==> config.mk <==
export PLATFORM = sky130hd
export DESIGN_NAME = bcd_mod_counter
export DESIGN_NICKNAME = d
export VERILOG_FILES = /design/src/rtl/bcd_mod_counter.sv
export SDC_FILE = /design/constraint.sdc
export NUM_CORES = 1
export LEC_CHECK = 0
export CAP_MARGIN = 20
export CORE_AREA = 3 3 49 51
export CTS_CLUSTER_SIZE = 25
export DETAILED_ROUTE_END_ITERATION = 6
export DIE_AREA = 0 0 52 54
export PLACE_DENSITY_LB_ADDON = 0.08
export SLEW_MARGIN = 20
export SYNTH_ARGS = -nofsm -noshare
export SYNTH_HDL_FRONTEND = slang
export SYNTH_SLANG_ARGS = --single-unit
==> constraint.sdc <==
create_clock -name clk -period 3.9 [get_ports clk]
set_input_delay 0.585 -clock clk [delete_from_list [all_inputs] [get_ports clk]]
set_output_delay 0.585 -clock clk [all_outputs]
set_load 0.005 [all_outputs]
==> src/rtl/bcd_mod_counter.sv <==
// Multi-digit BCD modulo counter with registered carry/borrow and range-checked load.
// Define BCD_CNT_DOWN_EN to add up/down counting selected by up_dn; otherwise up-only.
module bcd_mod_counter #(
  parameter int DIGITS  = 2,
  parameter int MODULUS = 60
) (
  input  logic                clk,
  input  logic                rst,
  input  logic                en,
  input  logic                up_dn,
  input  logic                load,
  input  logic [4*DIGITS-1:0] load_val,
  output logic [4*DIGITS-1:0] q,
  output logic                carry,
  output logic                load_err
);

  localparam int W = 4 * DIGITS;

  function automatic logic [W-1:0] to_bcd(input int value);
    logic [W-1:0] result;
    int           rest;
    result = '0;
    rest   = value;
    for (int i = 0; i < DIGITS; i++) begin
      result[4*i +: 4] = 4'(rest % 10);
      rest             = rest / 10;
    end
    return result;
  endfunction

  localparam logic [W-1:0] MAX_BCD = to_bcd(MODULUS - 1);

  logic [W-1:0] inc_val;
  logic         inc_ripple;
  logic         digits_ok;
  logic         load_ok;

  // With every digit <= 9, BCD vectors order the same as their decimal values.
  always_comb begin
    digits_ok = 1'b1;
    for (int i = 0; i < DIGITS; i++) begin
      if (load_val[4*i +: 4] > 4'd9) digits_ok = 1'b0;
    end
    load_ok = digits_ok && (load_val <= MAX_BCD);
  end

  always_comb begin
    inc_val    = q;
    inc_ripple = 1'b1;
    for (int i = 0; i < DIGITS; i++) begin
      if (inc_ripple) begin
        if (q[4*i +: 4] == 4'd9) begin
          inc_val[4*i +: 4] = 4'd0;
        end else begin
          inc_val[4*i +: 4] = q[4*i +: 4] + 4'd1;
          inc_ripple        = 1'b0;
        end
      end
    end
  end

`ifdef BCD_CNT_DOWN_EN
  logic [W-1:0] dec_val;
  logic         dec_ripple;

  always_comb begin
    dec_val    = q;
    dec_ripple = 1'b1;
    for (int i = 0; i < DIGITS; i++) begin
      if (dec_ripple) begin
        if (q[4*i +: 4] == 4'd0) begin
          dec_val[4*i +: 4] = 4'd9;
        end else begin
          dec_val[4*i +: 4] = q[4*i +: 4] - 4'd1;
          dec_ripple        = 1'b0;
        end
      end
    end
  end
`else
  logic unused_up_dn;
  assign unused_up_dn = up_dn;
`endif

  // Priority: rst > load > en > hold; carry and load_err default low every cycle.
  always_ff @(posedge clk) begin
    if (rst) begin
      q        <= '0;
      carry    <= 1'b0;
      load_err <= 1'b0;
    end else begin
      carry    <= 1'b0;
      load_err <= 1'b0;
      if (load) begin
        if (load_ok) q <= load_val;
        else         load_err <= 1'b1;
      end else if (en) begin
`ifdef BCD_CNT_DOWN_EN
        if (!up_dn) begin
          if (q == '0) begin
            q     <= MAX_BCD;
            carry <= 1'b1;
          end else begin
            q <= dec_val;
          end
        end else
`endif
        if (q == MAX_BCD) begin
          q     <= '0;
          carry <= 1'b1;
        end else begin
          q <= inc_val;
        end
      end
    end
  end

endmodule
==> flow_summary.rst <==
.. list-table::
   :header-rows: 1

   * - Metric
     - Value
   * - Fraction of post-synthesis cell area in the top cell type by area
     - 0.293
   * - Crit path kind
     - in -> reg
   * - Wire length on met2
     - around 700 um
   * - Synthesized area divided by synthesized cell count
     - a little under 8 um2
   * - Time the worst path needs with I/O delays and setup
     - roughly 2.3 ns
   * - Proportion of synthesized area in mux cells
     - 0
   * - Y dimension of the die
     - about 54 um
   * - Xor-xnor portion of the synthesized cell area
     - 0.0256
   * - Post-CTS setup buffer count
     - 0
   * - Share of synthesized cell area in full adder, half adder and majority cells
     - 0
   * - Global-route usage over all layers
     - 0.139
   * - Final instance area
     - roughly 920 um2
   * - Worst vdd ir
     - 0.149 mV
   * - Clk buf depth
     - 2
   * - Iteration-0 DRC Markers
     - 27
   * - Synth cell count leaders
     - 12 x sky130_fd_sc_hd__nand2_1, 10 x sky130_fd_sc_hd__dfxtp_1, 8 x sky130_fd_sc_hd__a21oi_1
   * - Row cnt
     - 16
   * - Hold/Removal Path Class
     - reg -> reg
   * - Total DRC errors in the routed layout
     - 0
   * - Global-route wire length before repair
     - between 2 and 3 mm
   * - Complex-gate fraction of the synthesized area
     - 0.283
   * - Final nets
     - between 100 and 150
   * - Total length of routed met3 wires
     - about 180 um
   * - Largest cells by area after synthesis
     - sky130_fd_sc_hd__dfxtp_1 29%, sky130_fd_sc_hd__nand2_1 6.6%, sky130_fd_sc_hd__a21oi_1 5.9%, sky130_fd_sc_hd__inv_1 3.8%, sky130_fd_sc_hd__nand4_4 3.1%
   * - Final standard cell count with taps included and fillers excluded
     - 132
   * - Core Box Area
     - just under 0.002 mm2
   * - Clk sinks
     - 10
   * - Post-route worst hold slack
     - 0.518 ns
   * - Finished Core Util
     - 0.463
   * - Post-synth top flop
     - sky130_fd_sc_hd__dfxtp_1
   * - Pwr/cell area
     - 262 mW/mm2
   * - Sequential fraction of the synthesis area
     - 0.293
   * - Logic pwr share
     - 0.227
   * - Detailed Route WL
     - approximately 1.7 mm
   * - Weighted congestion at the end of routability-driven global placement
     - 0.765
   * - Count of antenna diodes in the layout
     - 0
   * - Final critical-path share of the clock period
     - 0.584
   * - Post-CTS Hold Buffers
     - 0
   * - Tightest Pin Transition
     - between 0.6 and 0.7 ns
   * - Die span in x
     - roughly 52 um
   * - Routed length on met1
     - between 800 and 900 um
   * - Cell with the most instances after synthesis
     - sky130_fd_sc_hd__nand2_1
   * - IO Count
     - 23
   * - Static leakage power
     - between 0.3 and 0.4 nW
   * - TritonCTS clock tree
     - done
   * - Count of final setup violators
     - 0
   * - Detail Placement HPWL
     - about 1.2 mm
   * - Run status
     - finished, final reports clean
   * - Net Switching
     - between 0.00006 and 0.00007 W
   * - Yosys reg bits
     - 10
   * - Detailed Routing Iterations Pass 1
     - 4
   * - ANT nets after route
     - 0
   * - Placed Cells
     - 129
   * - Share of total power in sequential cells
     - 0.482
   * - GRT Residual Overflow
     - 0
   * - Switching part of the total
     - 0.285
   * - Wire length per cell after detailed routing
     - 13.1 um
   * - Max Clk Rate
     - approximately 440 MHz
   * - Number of buffer cells added on primary ports
     - 21
   * - FFs w/ async S/R, synth
     - 0
   * - Full die area
     - roughly 0.0028 mm2
   * - Fraction of the mapped netlist area in simple logic gates
     - 0.313
   * - Summed negative setup slack over all endpoints
     - 0 ns
   * - Cell count after synthesis
     - between 80 and 90
   * - Count of yosys warnings during synthesis
     - 0
   * - Share of cells above drive strength 1
     - 0.0857
   * - Post-Syn Nets
     - just under 100
   * - Largest fanout of any net on the critical path
     - 20
   * - Unique masters post-synth
     - 38
   * - Number of global-route vias before repair
     - between 600 and 700
   * - Critical Path AT
     - between 2 and 2.5 ns
   * - Area leader, netlist
     - sky130_fd_sc_hd__dfxtp_1
   * - Fin. Hold Viols
     - 0
   * - Number of buffers created by CTS
     - 3
   * - Relative slew margins
     - 0.551
   * - Post-route clock skew
     - roughly 0.0013 ns
   * - Clock transition at the registers of the reported paths
     - approximately 0.060 ns
   * - Post-synth EDFFs
     - 0
   * - Final slew viol count
     - 0
   * - Post-DP Area
     - around 900 um2
   * - CP required
     - ~4.1 ns
   * - # resized after CTS
     - 0
   * - Post-Syn Area
     - just under 700 um2
   * - Internal Dissipation
     - ~0.00017 W
   * - Number of antenna violations at the first check in global routing
     - 0
   * - Via count
     - about 710
   * - Area grow syn2layout
     - 34.2%
   * - CTS HTree Levels
     - 1
   * - Worst skew pair latency
     - between 0.2 and 0.3 ns
   * - Via density per instance
     - around 5.4
   * - Largest family of logic cells by synthesized area
     - simple AND/OR/NAND/NOR gates
   * - RSZ-0062 raised after global routing
     - no
   * - Setup crit start kind
     - input pin
   * - Count of max-cap constraint violations
     - 0
   * - Uppermost metal layer occupied by signal nets
     - met4
   * - Master cell of the clock root buffer
     - sky130_fd_sc_hd__clkbuf_4
   * - Nature of the critical path endpoint
     - flop
   * - Initial cell density of the core
     - 0.345
   * - Maximum number of pins on one net before global-route repair
     - 21
   * - Proportion of power drawn by the clock network
     - 0.291
[path summary, 6_finish.rpt]
kind / from / to / slack [ns] / cells past startpoint
setup / recovery: load / q[4] / 1.62 / 5
hold / removal: q[7] / q[7] / 0.52 / 2
setup reg to reg: q[0] / q[1] / 2.47 / 4
hold reg to reg: q[7] / q[7] / 0.52 / 2
[power groups by stage]
stage                     sequential, W   clock, W  combinational (W)
after floorplan                0.000114          0          0.0000334
after global placement         0.000118          0          0.0000546
after detailed placement       0.000118          0          0.0000546
after CTS                      0.000116  0.0000745          0.0000548
after global routing           0.000117  0.0000790          0.0000601
final                          0.000116  0.0000700          0.0000546
[through the flow]
stage               power (W)  setup WS [ns]
floorplan            0.000148           2.38
global placement     0.000173           1.36
detailed placement   0.000173           1.36
CTS                  0.000245           1.64
global route         0.000256           1.47
finish               0.000241           1.62
[layer usage]
layer | GRT usage | vias up
met1 | 0.198 | 322
met3 | 0.0332 | 2
li1 | - | 359
met4 | 0.0786 | 0
met5 | 0 | -
met2 | 0.188 | 30
[registers in the layout, summed over array words and instances (netlist names)]
| name | count |
|---|---|
| carry | 1 |
| load_err | 1 |
| q | 8 |
[cell families after synthesis]
group / count (synthesis)
xor+xnor: 2
compound gates: 28
buf+inv: 12
flops: 10
simple gates: 34
[layout by cell type (no fill, tap or decap), drive strengths merged, types with 2 or more instances in the layout]
master / netlist / final
clkdlybuf4s50: 0 / 21
nand2: 12 / 12
dfxtp: 10 / 10
a21oi: 8 / 8
inv: 7 / 7
o21ai: 6 / 6
or3: 3 / 3
clkbuf: 1 / 3
nand2b: 3 / 3
nand3: 2 / 2
nor2b: 2 / 2
nor4: 2 / 2
a31oi: 2 / 2
a221o: 2 / 2
nor3: 2 / 2
o41ai: 2 / 2
a311oi: 2 / 2
nor2: 2 / 2
nand4: 2 / 2
[worst max-delay path, cell delays in order]
cell	delay, ns
sky130_fd_sc_hd__clkdlybuf4s50_1	0.76
sky130_fd_sc_hd__and2b_1	0.44
sky130_fd_sc_hd__nand4_4	0.18
sky130_fd_sc_hd__or3_1	0.35
sky130_fd_sc_hd__a31oi_1	0.15
[area by class of cell]
type                       count  area, um2
tap                           27       33.8
fill                         198       1060
multi-input combinational     64        425
clock buffer                   3       22.5
inverter                       7       26.3
timing repair buffer          21        210
sequential                    10        200
No activity file was read; power rests on OpenSTA's default activity.
